<file path="src/rtl/enigma_plugboard_pkg.sv">
// Shared constants, FSM state type and ASCII helpers for the enigma front end.
package enigma_pkg;

   localparam logic [7:0] ASCII_A  = 8'h41;
   localparam logic [7:0] ASCII_LA = 8'h61;
   localparam int         ALPHABET = 26;
   localparam int         IDX_W    = 208;

   typedef enum logic [2:0] {
      UNCFG,
      CHECK,
      IDLE,
      ISSUE,
      WAIT
   } state_t;

   function automatic logic is_letter(input logic [7:0] ch);
      return ((ch >= ASCII_A)  && (ch <= ASCII_A  + 8'd25)) ||
             ((ch >= ASCII_LA) && (ch <= ASCII_LA + 8'd25));
   endfunction

   function automatic logic [7:0] fold_case(input logic [7:0] ch);
      return ((ch >= ASCII_LA) && (ch <= ASCII_LA + 8'd25)) ? ch - 8'h20 : ch;
   endfunction

   // Alphabet position 0..25 of a letter (either case).
   function automatic logic [4:0] letter_idx(input logic [7:0] ch);
      return 5'(fold_case(ch) - ASCII_A);
   endfunction

endpackage

</file>
<file path="src/rtl/enigma_plugboard_if.sv">
// Character input handshake plus the issue/done pair towards the rotor core.
interface enigma_plugboard_if;
   logic       s_valid;
   logic       s_ready;
   logic [7:0] s_data;
   logic       core_valid;
   logic [7:0] core_din;
   logic       core_done;

   modport master (output s_valid, s_data, core_done,
                   input  s_ready, core_valid, core_din);
   modport slave  (input  s_valid, s_data, core_done,
                   output s_ready, core_valid, core_din);
endinterface

</file>
<file path="src/rtl/enigma_plugboard_fifo.sv">
// Small synchronous byte FIFO with flush; DEPTH must be a power of two.
module plug_fifo #(
   parameter int DEPTH = 4
) (
   input  logic       clk,
   input  logic       reset_n,
   input  logic       i_flush,
   input  logic       i_push,
   input  logic [7:0] i_data,
   input  logic       i_pop,
   output logic [7:0] o_data,
   output logic       o_full,
   output logic       o_empty
);

   localparam int PTR_W = $clog2(DEPTH);

   logic [7:0]       r_mem [DEPTH];
   logic [PTR_W-1:0] r_wr;
   logic [PTR_W-1:0] r_rd;
   logic [PTR_W:0]   r_cnt;
   logic             w_push;
   logic             w_pop;

   assign o_full  = (r_cnt == (PTR_W+1)'(DEPTH));
   assign o_empty = (r_cnt == '0);
   assign o_data  = r_mem[r_rd];
   assign w_push  = i_push && !o_full;
   assign w_pop   = i_pop && !o_empty;

   always_ff @(posedge clk) begin
      if (w_push && !i_flush) r_mem[r_wr] <= i_data;
   end

   always_ff @(posedge clk or negedge reset_n) begin
      if (!reset_n) begin
         r_wr  <= '0;
         r_rd  <= '0;
         r_cnt <= '0;
      end else if (i_flush) begin
         r_wr  <= '0;
         r_rd  <= '0;
         r_cnt <= '0;
      end else begin
         if (w_push) r_wr <= r_wr + PTR_W'(1);
         if (w_pop)  r_rd <= r_rd + PTR_W'(1);
         case ({w_push, w_pop})
            2'b10:   r_cnt <= r_cnt + (PTR_W+1)'(1);
            2'b01:   r_cnt <= r_cnt - (PTR_W+1)'(1);
            default: r_cnt <= r_cnt;
         endcase
      end
   end

endmodule

</file>
<file path="src/rtl/enigma_plugboard.sv">
// Plugboard stage: buffers ASCII input, drops non-letters, swaps letters through
// a validated involution table and hands them one at a time to the rotor core.
//
//   state | meaning
//   UNCFG | no valid table loaded, input blocked
//   CHECK | walking the 26 table entries, one per cycle
//   IDLE  | popping the FIFO head (drop or issue)
//   ISSUE | core_valid pulse for the plugged letter
//   WAIT  | waiting for core_done or the timeout
module enigma_plugboard
   import enigma_pkg::*;
#(
   parameter int FIFO_DEPTH = 4,
   parameter int TIMEOUT    = 1024,
   parameter int CNT_W      = 16
) (
   input  logic               clk,
   input  logic               reset_n,
   input  logic               set,
   input  logic [IDX_W-1:0]   plug_idx_in,
   enigma_plugboard_if.slave  bus,
   output logic               busy,
   output logic               cfg_err,
   output logic               timeout_err,
   output logic [CNT_W-1:0]   drop_cnt
);

   localparam int TMR_W = $clog2(TIMEOUT + 1);

   state_t           r_state;
   state_t           w_state_nxt;
   logic [7:0]       r_table [ALPHABET];
   logic [4:0]       r_chk_idx;
   logic             r_chk_fail;
   logic [TMR_W-1:0] r_tmr;
   logic [7:0]       r_core_din;
   logic             r_cfg_err;
   logic             r_tmo_err;
   logic [CNT_W-1:0] r_drop;

   logic       w_full, w_empty, w_push, w_pop;
   logic       w_issue, w_drop, w_chk_end, w_chk_bad, w_tmo;
   logic [7:0] w_head, w_entry, w_back;

   assign bus.s_ready    = (r_state inside {IDLE, ISSUE, WAIT}) && !w_full && !set;
   assign bus.core_valid = (r_state == ISSUE);
   assign bus.core_din   = r_core_din;
   assign busy           = r_state inside {CHECK, ISSUE, WAIT};
   assign cfg_err        = r_cfg_err;
   assign timeout_err    = r_tmo_err;
   assign drop_cnt       = r_drop;
   assign w_push         = bus.s_valid && bus.s_ready;

   // An entry is good when it is an uppercase letter whose own image points back.
   assign w_entry   = r_table[r_chk_idx];
   assign w_back    = r_table[letter_idx(w_entry)];
   assign w_chk_bad = !((w_entry >= ASCII_A) && (w_entry <= ASCII_A + 8'd25)) ||
                      (w_back != ASCII_A + {3'b000, r_chk_idx});

   plug_fifo #(.DEPTH(FIFO_DEPTH)) u_fifo (
      .clk     (clk),
      .reset_n (reset_n),
      .i_flush (set),
      .i_push  (w_push),
      .i_data  (bus.s_data),
      .i_pop   (w_pop),
      .o_data  (w_head),
      .o_full  (w_full),
      .o_empty (w_empty)
   );

   always_comb begin
      w_state_nxt = r_state;
      w_pop       = 1'b0;
      w_issue     = 1'b0;
      w_drop      = 1'b0;
      w_chk_end   = 1'b0;
      w_tmo       = 1'b0;
      if (set) begin
         w_state_nxt = CHECK;
      end else begin
         case (r_state)
            CHECK: begin
               if (r_chk_idx == 5'(ALPHABET - 1)) begin
                  w_chk_end   = 1'b1;
                  w_state_nxt = (r_chk_fail || w_chk_bad) ? UNCFG : IDLE;
               end
            end
            IDLE: begin
               if (!w_empty) begin
                  w_pop = 1'b1;
                  if (is_letter(w_head)) begin
                     w_issue     = 1'b1;
                     w_state_nxt = ISSUE;
                  end else begin
                     w_drop = 1'b1;
                  end
               end
            end
            ISSUE: w_state_nxt = WAIT;
            WAIT: begin
               if (bus.core_done) begin
                  w_state_nxt = IDLE;
               end else if (r_tmr == '0) begin
                  w_tmo       = 1'b1;
                  w_state_nxt = IDLE;
               end
            end
            default: w_state_nxt = r_state;
         endcase
      end
   end

   always_ff @(posedge clk or negedge reset_n) begin
      if (!reset_n) begin
         r_state    <= UNCFG;
         r_chk_idx  <= '0;
         r_chk_fail <= 1'b0;
         r_tmr      <= '0;
         r_core_din <= 8'h00;
         r_cfg_err  <= 1'b0;
         r_tmo_err  <= 1'b0;
         r_drop     <= '0;
         for (int i = 0; i < ALPHABET; i++) r_table[i] <= ASCII_A + 8'(i);
      end else begin
         r_state <= w_state_nxt;
         if (set) begin
            for (int i = 0; i < ALPHABET; i++) r_table[i] <= plug_idx_in[8*i +: 8];
            r_chk_idx  <= '0;
            r_chk_fail <= 1'b0;
         end else if (r_state == CHECK) begin
            r_chk_idx  <= r_chk_idx + 5'd1;
            r_chk_fail <= r_chk_fail | w_chk_bad;
         end
         if (w_chk_end) r_cfg_err <= r_chk_fail | w_chk_bad;
         // Timer counts from the issue edge, so ISSUE is part of the window.
         if (w_issue) begin
            r_core_din <= r_table[letter_idx(w_head)];
            r_tmr      <= TMR_W'(TIMEOUT - 1);
         end else if (r_tmr != '0) begin
            r_tmr <= r_tmr - TMR_W'(1);
         end
         if (w_tmo) r_tmo_err <= 1'b1;
         if (w_drop && (r_drop != '1)) r_drop <= r_drop + CNT_W'(1);
      end
   end

endmodule

</file>
<file path="src/flat_wrapper.sv">
// flat-port wrapper written by rule: the top's interface ports become plain ports
module enigma_plugboard_flat import enigma_pkg::*;
#(
   parameter int FIFO_DEPTH = 4,
   parameter int TIMEOUT    = 1024,
   parameter int CNT_W      = 16
)
  (clk, reset_n, set, plug_idx_in, busy, cfg_err, timeout_err, drop_cnt, bus_s_valid, bus_s_data, bus_core_done, bus_s_ready, bus_core_valid, bus_core_din);
  enigma_plugboard_if bus_i ();
  input  logic clk;
  input  logic reset_n;
  input  logic set;
  input  logic [IDX_W-1:0] plug_idx_in;
  output logic busy;
  output logic cfg_err;
  output logic timeout_err;
  output logic [CNT_W-1:0] drop_cnt;
  input wire logic [$bits(bus_i.s_valid)-1:0] bus_s_valid;
  input wire logic [$bits(bus_i.s_data)-1:0] bus_s_data;
  input wire logic [$bits(bus_i.core_done)-1:0] bus_core_done;
  output wire logic [$bits(bus_i.s_ready)-1:0] bus_s_ready;
  output wire logic [$bits(bus_i.core_valid)-1:0] bus_core_valid;
  output wire logic [$bits(bus_i.core_din)-1:0] bus_core_din;
  assign bus_i.s_valid = bus_s_valid;
  assign bus_i.s_data = bus_s_data;
  assign bus_i.core_done = bus_core_done;
  assign bus_s_ready = bus_i.s_ready;
  assign bus_core_valid = bus_i.core_valid;
  assign bus_core_din = bus_i.core_din;
  enigma_plugboard #(.FIFO_DEPTH(FIFO_DEPTH), .TIMEOUT(TIMEOUT), .CNT_W(CNT_W)) u_core (.clk(clk), .reset_n(reset_n), .set(set), .plug_idx_in(plug_idx_in), .bus(bus_i), .busy(busy), .cfg_err(cfg_err), .timeout_err(timeout_err), .drop_cnt(drop_cnt));
endmodule
</file>
<file path="config.mk">
export PLATFORM = sky130hd
export DESIGN_NAME = enigma_plugboard_flat
export DESIGN_NICKNAME = d
export VERILOG_FILES = /design/src/rtl/enigma_plugboard_pkg.sv /design/src/rtl/enigma_plugboard_if.sv /design/src/rtl/enigma_plugboard_fifo.sv /design/src/rtl/enigma_plugboard.sv /design/src/flat_wrapper.sv
export SDC_FILE = /design/constraint.sdc
export NUM_CORES = 1
export LEC_CHECK = 0
export ABC_AREA = 1
export ABC_CLOCK_PERIOD_IN_PS = 6700
export BUFFER_PORTS_ARGS = -buffer_cell sky130_fd_sc_hd__buf_2
export CELL_PAD_IN_SITES_DETAIL_PLACEMENT = 1
export CELL_PAD_IN_SITES_GLOBAL_PLACEMENT = 2
export CORE_ASPECT_RATIO = 1.2
export CORE_MARGIN = 3
export CORE_UTILIZATION = 36
export DETAILED_ROUTE_END_ITERATION = 10
export HOLD_SLACK_MARGIN = 0.08
export PLACE_DENSITY_LB_ADDON = 0.1
export SETUP_SLACK_MARGIN = 0.15
export SLEW_MARGIN = 5
export SYNTH_ARGS = -nofsm -noshare
export SYNTH_HDL_FRONTEND = slang
export SYNTH_SLANG_ARGS = --single-unit
export TNS_END_PERCENT = 5
</file>
<file path="constraint.sdc">
create_clock -name clk -period 6.7 [get_ports clk]
set_input_delay 1.005 -clock clk [delete_from_list [all_inputs] [get_ports clk]]
set_output_delay 1.005 -clock clk [all_outputs]
set_load 0.02 [all_outputs]
</file>
### Word level (Yosys, flattened, before mapping)

Memories as Yosys holds them, arrays and structs flattened.
Cells that the tools add are included.
W data, S select, Z words.

| word-level totals | value |
|---|---|
| register bits | 261 |
| bits in latches | 0 |
| memory bits (writable) | 32 |
| bits in read-only memories | 0 |
| input port bits | 221 |
| output and inout bits | 29 |
| logic and storage cells | 160 |
| memories kept | 1 |

| cells by class | value |
|---|---|
| add/sub/neg operators | 12 |
| multiply operators | 0 |
| div/mod/pow operators | 0 |
| order comparisons | 11 |
| eq/ne operators | 14 |
| shift operators | 0 |
| muxes and demuxes | 51 |
| bitwise gates (word level) | 4 |
| reduce and logical (&&, ||, !) cells | 30 |

Memories:

| name | words | bits a word | rd ports | clocked after memory_dff | wr ports | line | RTL |
|---|---|---|---|---|---|---|---|
| u_core.u_fifo.r_mem | 4 | 8 | 1 | 0 | 1 | enigma_plugboard_fifo.sv:18 | `logic [7:0] r_mem [DEPTH];` |

Operators by type and width:

| cell | number |
|---|---|
| $bmux W8 S5 | 3 |
| $mux W8 | 6 |
| $ge A8 B7 Y1 const B | 4 |
| $le A8 B7 Y1 const B | 4 |
| $mux W1 | 22 |
| $mux W11 | 2 |
| $mux W3 | 7 |
| $mux W5 | 4 |
| $sub A5 B1 Y5 const B | 4 |
| $ge A6 B6 Y1 const B | 3 |
| $not A5 Y6 | 3 |
| $add A16 B1 Y16 const B | 1 |
| $ne A16 B16 Y1 const B | 1 |
| $pmux W3 S4 | 1 |
| $logic_and A1 B1 Y1 | 11 |
| $logic_not A11 Y1 | 1 |
| $reduce_bool A11 Y1 | 1 |
| $sub A11 B1 Y11 const B | 1 |
| $mux W2 | 5 |
| $reduce_bool A3 Y1 | 3 |
| $add A7 B5 Y8 const A | 1 |
| $ne A8 B8 Y1 | 1 |
| $reduce_bool A2 Y1 | 4 |
| $eq A3 B2 Y1 const B | 2 |
| other kinds (19) | 27 |

### Depth between registers and ports, before layout

| logic depth | value |
|---|---|
| depth in word-level cells | 19 |
| gate-level depth with buffers | 30 |
| gate-level depth less buffers | 27 |

### Hierarchy

A second synthesis with hierarchy kept.

| second synthesis, totals | value |
|---|---|
| cells, all modules | 2475 |
| area total of the unflattened synthesis | 17784.6 µm² |

Modules (own cells, without submodules):

| module | instances | cells an instance | area each (µm²) |
|---|---|---|---|
| enigma_plugboard | 1 | 2330 | 16102.9 |
| plug_fifo | 1 | 145 | 1681.6 |

### Worst setup path after synthesis

No wires, ideal clock.

| timing path | value |
|---|---|
| kind | reg-to-reg |
| start point | register u_core.r_chk_idx[0] |
| end point | register u_core.r_cfg_err, in the netlist u_core.cfg_err |
| arrival time | 3.426 ns |
| slack | 3.153 ns |
| cell stages (with the launch flop) | 26 |
| period minus slack after synthesis | 3.547 ns |
| path through | dfrtp_1 > buf_6 > buf_6 > o211ai_1 > nand3_1 > nand3_1 > nand2_2 > nand2_2 > buf_2 > buf_2 > ha_1 > clkbuf_1 > inv_1 > clkbuf_1 > buf_1 > a21oi_1 > o21ai_0 > nand3_1 > nand3_1 > nand3_1 > nand2_1 > nand3_1 > nor2_1 > nand2_1 > nand2_1 > nand2_1 |

| on the way | value |
|---|---|
| word-level cells in the longest chain between the ends | 15 |

Ends and longest elaborated chain:

| element | line | RTL |
|---|---|---|
| from (decl) | enigma_plugboard.sv:33 | `logic [4:0] r_chk_idx;` |
| from (signal assigned) | enigma_plugboard.sv:132 | `r_chk_idx <= r_chk_idx + 5'd1;` |
| $not A5 Y6 (not written as such) | enigma_plugboard.sv:55 | `assign w_entry = r_table[r_chk_idx];` |
| $bmux W8 S5 | enigma_plugboard.sv:55 |  |
| $mux W8 (not written as such) (2 in a row) | enigma_plugboard.sv:55 |  |
| $ge A8 B7 Y1 or $le A8 B7 Y1 (tied branches) | enigma_plugboard_pkg.sv:23 | `return ((ch >= ASCII_LA) && (ch <= ASCII_LA + 8'd25)) ? ch - 8'h20 : ch;` |
| $logic_and A1 B1 Y1 | enigma_plugboard_pkg.sv:23 |  |
| $mux W5 | enigma_plugboard_pkg.sv:23 |  |
| $sub A5 B1 Y5 | enigma_plugboard_pkg.sv:28 | `return 5'(fold_case(ch) - ASCII_A);` |
| $not A5 Y6 (not written as such) | enigma_plugboard.sv:56 | `assign w_back = r_table[letter_idx(w_entry)];` |
| $bmux W8 S5 | enigma_plugboard.sv:56 |  |
| $mux W8 (not written as such) (2 in a row) | enigma_plugboard.sv:56 |  |
| $ne A8 B8 Y1 | enigma_plugboard.sv:58 | `(w_back != ASCII_A + {3'b000, r_chk_idx});` |
| $logic_or A1 B1 Y1 | enigma_plugboard.sv:57 | `assign w_chk_bad = !((w_entry >= ASCII_A) && (w_entry <= ASCII_A + 8'd25)) \|\|` |
| $or A1 B1 Y1 | enigma_plugboard.sv:135 | `if (w_chk_end) r_cfg_err <= r_chk_fail \| w_chk_bad;` |
| to (signal assigned) | enigma_plugboard.sv:135 |  |
| to (decl) | enigma_plugboard.sv:37 | `logic r_cfg_err;` |

Parallel ways exist; a longest one is shown, timed or not. The select of a mux whose other input is x is not followed.
A chain may end at the register's enable or synchronous reset.

### Worst setup path in the final report

| timing path | value |
|---|---|
| start point | register u_core.r_chk_idx[0] |
| end point | register u_core.r_state[1] |

| on the way | value |
|---|---|
| word-level cells in the longest chain between the ends | 19 |

Ends and longest elaborated chain:

| element | line | RTL |
|---|---|---|
| $not A5 Y6 (not written as such) | enigma_plugboard.sv:55 |  |
| $bmux W8 S5 | enigma_plugboard.sv:55 |  |
| $mux W8 (not written as such) (2 in a row) | enigma_plugboard.sv:55 |  |
| $ge A8 B7 Y1 or $le A8 B7 Y1 (tied branches) | enigma_plugboard_pkg.sv:23 |  |
| $logic_and A1 B1 Y1 | enigma_plugboard_pkg.sv:23 |  |
| $mux W5 | enigma_plugboard_pkg.sv:23 |  |
| $sub A5 B1 Y5 | enigma_plugboard_pkg.sv:28 |  |
| $not A5 Y6 (not written as such) | enigma_plugboard.sv:56 |  |
| $bmux W8 S5 | enigma_plugboard.sv:56 |  |
| $mux W8 (not written as such) (2 in a row) | enigma_plugboard.sv:56 |  |
| $ne A8 B8 Y1 | enigma_plugboard.sv:58 |  |
| $logic_or A1 B1 Y1 | enigma_plugboard.sv:57 |  |
| $logic_or A1 B1 Y1 | enigma_plugboard.sv:86 | `w_state_nxt = (r_chk_fail \|\| w_chk_bad) ? UNCFG : IDLE;` |
| $mux W2 | enigma_plugboard.sv:86 |  |
| $mux W3 | enigma_plugboard.sv:84 | `if (r_chk_idx == 5'(ALPHABET - 1)) begin` |
| $pmux W3 S4 | enigma_plugboard.sv:82 | `case (r_state)` |
| $mux W3 | enigma_plugboard.sv:79 | `if (set) begin` |
| to (signal assigned) | enigma_plugboard.sv:126 | `r_state <= w_state_nxt;` |
| to (decl) | enigma_plugboard.sv:30 | `state_t r_state;` |

Parallel ways exist; a longest one is shown, timed or not. The select of a mux whose other input is x is not followed.

==> results.md <==
- Largest net degree at the start of global routing: 215
- Net count, final: 2817
- Grt ovf: 0
- Post-Syn Instances: 2428
- CTS tree: built
- Final Cell Area: 20300 µm²
- Die ar.: 51500 µm²
- I/O pin cnt: 250
- Register area share after synthesis: 43.3%
- LEAKAGE: 9.56 nW
- Hpwl dp: 51300 µm
- # fillers: 6107
- Status: completed
- Total GRT Usage: 28.1%
- F_max: 215 MHz
- DRT Wirelength: 73600 µm
- Simple-gate share of the synthesized area: 26.1%
- Worst Hold Class: in2async
- Worst-path clk slew: 0.06 ns
- Final min period: 4.64 ns
- RSZ-0062 raised after global routing: false
- Row Count: 88
- Syn. warnings: 0
- Pre-CTS WS: 2.14 ns
- Worst-Skew Late Latency: 0.56 ns
- Port Buffer Count: 249
- Avg WL per Cell: 22.7 µm
- Layout cells sized above 1: 17.4%
- Num CTS Buffers: 35
- Vias in the first global route: 18400
- 1st-iter DRT viols: 1326
- Synth Area in Compound Gates: 18.9%
- Postcts setup bufs: 0
- TritonCTS Sinks: 293
- Die Wd: 208 µm
- Post-synth EDFFs: 32
- First-pass GRT wire length: 112000 µm
- Multiplexer area fraction after synthesis: 0%
- Area after DPL: 19200 µm²
- Final clock skew: 0.0134 ns
- Fin worst setup slack: 2.06 ns
- Crit path capture type: register
- N_diodes: 0
- H-Tree Level Count: 2
- Commonest non-fill, non-tap cell in the layout: nand2_1
- Post-route ant nets: 0
- Post-Syn Nets: 2664
- Mean Syn Cell Area: 7.23 µm²
- Drt pass-1 iters: 5
- Pwr Density: 393 nW/µm²
- Vias: 18000
- Synthesized area: 17600 µm²
- Core box area: 48100 µm²
- Final Util: 42.3%
- Number of synthesized register bits: 293
- Peak supply drop: 0.377 mV
- Worst rel slew slack: 28.2%
- Primary FF master, synth: dfrtp_1
- Post-Synth Adder-Cell Area: 1.11%
- Worst slew pin tran: 1.08 ns
- Worst Setup Start Kind: register
- Count of different cell masters after synthesis: 52
- Die boundary height: 248 µm
- Syn-to-layout area delta: 15.9%
- TNS Setup: 0 ns
- Largest family of logic cells by synthesized area: simple AND/OR/NAND/NOR gates
- Synth Area in XOR/XNOR: 1.40%
- Hold Vio Cnt, Final: 0
- PostCTS Resize Cnt: 0
- Starting Density: 36.5%
- Clock buffer depth: 3
- MaxCap Viol Count: 0
- Hold-fix buffers at CTS: 0
- Commonest non-fill, non-tap cells in the layout: nand2_1, o21ai_0, nand3_1
- Crit path DAT: 5.09 ns
- Placer Congestion: 0.889
- Final Max Tran Viols: 0
- Async set or reset register ratio after synthesis: 89.1%
- Root Driver: clkbuf_16
- Max FO, Critical Path: 47
- DRC Markers: 0
- Vias per cell: 5.56
- Worst setup path class: reg2reg
- Setup-failing EPs final: 0
- Initial antenna violation count: 0
- Crit share post-route: 69.3%
- Worst Path Required: 7.15 ns
==> layer usage <==
metal | wire (µm) | part of all wire [%] | vias to the layer above | track usage (%)
met5 | 0 | 0 | - | 0
met4 | 3060 | 4.2 | 0 | 11.0
met3 | 3920 | 5.3 | 127 | 3.27
met2 | 34000 | 46 | 593 | 45.6
met1 | 32700 | 44 | 8883 | 38.6
li1 | - | - | 8389 | -
==> layout make-up <==
class	instances	area [µm²]	share of cell area [%]
Timing Repair Buffer	278	1510	7.42
Clock inverter	15	175	0.861
Multi-Input combinational cell	1732	8360	41.1
Inverter	241	905	4.45
Tap cell	630	788	3.88
Sequential cell	293	7600	37.4
Clock buffer	49	1000	4.91
==> per-stage QoR <==
step	cells	total power [mW]	hold WS (ns)
6_report	3238	8.00	0.413
2_1_floorplan	2428	4.68	0.454
3_3_place_gp	3174	5.93	0.449
5_1_grt	3238	8.50	0.433
3_5_place_dp	3174	5.98	0.450
4_1_cts	3238	8.01	0.418
==> cells by family (layout without fill, tap and decap cells) <==
| kind of cell | after synthesis | count (layout) |
|---|---|---|
| simple gates | 1076 | 1076 |
| compound gates | 615 | 615 |
| buf+inv | 403 | 583 |
| flops | 293 | 293 |
| xor+xnor | 26 | 26 |
| fa+ha+maj | 15 | 15 |
==> synthesized netlist by cell type (9+ instances only) <==
cell type	number	area, µm²
o211ai_1	34	255
nor2_1	55	206
buf_2	29	145
a32o_1	12	120
nand3_1	344	1720
dfstp_2	86	2260
dfrtp_1	175	4380
buf_1	18	67.6
a21oi_1	168	841
xnor2_1	9	78.8
nand2_1	633	2380
inv_1	229	860
nand2_2	10	62.6
ha_1	14	175
nor3_1	15	75.1
o21ai_1	11	55.1
buf_4	13	97.6
clkbuf_1	98	368
edfxtp_1	32	961
xor2_1	16	140
o21ai_0	357	1790
inv_2	11	41.3
==> state kept, by name, summed over array words and instances (netlist names), 2 cells and up <==
name / cells
u_core.r_state: 3
u_core.u_fifo.r_wr: 2
u_core.u_fifo.r_mem: 32
u_core.u_fifo.r_cnt: 3
u_core.bus.core_din: 8
u_core.r_tmr: 11
u_core.drop_cnt: 16
u_core.r_table: 208
u_core.u_fifo.r_rd: 2
u_core.r_chk_idx: 5
==> power by group <==
part | internal [mW] | switching, mW | total, mW
Clock | 1.17 | 0.813 | 1.98
Sequential | 1.98 | 0.194 | 2.18
Combinational | 1.11 | 2.74 | 3.85
==> final timing paths <==
| check | from | to | slack, ns | depth (start not counted) |
|---|---|---|---|---|
| setup / recovery | u_core.r_chk_idx[0] | u_core.r_state[1] | 2.06 | 26 |
| hold / removal | reset_n | u_core.u_fifo.r_rd[0] | 0.41 | 1 |
| setup reg to reg | u_core.r_chk_idx[0] | u_core.r_state[1] | 2.06 | 26 |
| hold reg to reg | u_core.timeout_err | u_core.timeout_err | 0.46 | 1 |
| max in group asynchronous | reset_n | u_core.r_table[119] | 4.89 | 2 |
| min in group clk | u_core.timeout_err | u_core.timeout_err | 0.46 | 1 |
==> critical path, cell delays in order (launching register included) <==
cell,delay (ns)
dfrtp_4,0.68
inv_2,0.52
buf_4,0.33
a21oi_1,0.09
o21ai_0,0.09
nand3_1,0.08
nand3_1,0.09
nand2_1,0.09
nand2_2,0.14
ha_1,0.26
inv_1,0.09
nand3_1,0.10
nand2_2,0.40
nor2_2,0.37
inv_1,0.07
nor2_1,0.21
nand2_1,0.14
nand3_1,0.14
nand2_1,0.06
nand2_1,0.06
nand2_1,0.05
nand2_1,0.08
nor2_1,0.04
nand2_1,0.14
nand2_1,0.07
nand2_1,0.06
nand2_1,0.05
Note: power is estimated with default switching activity, not from simulation.
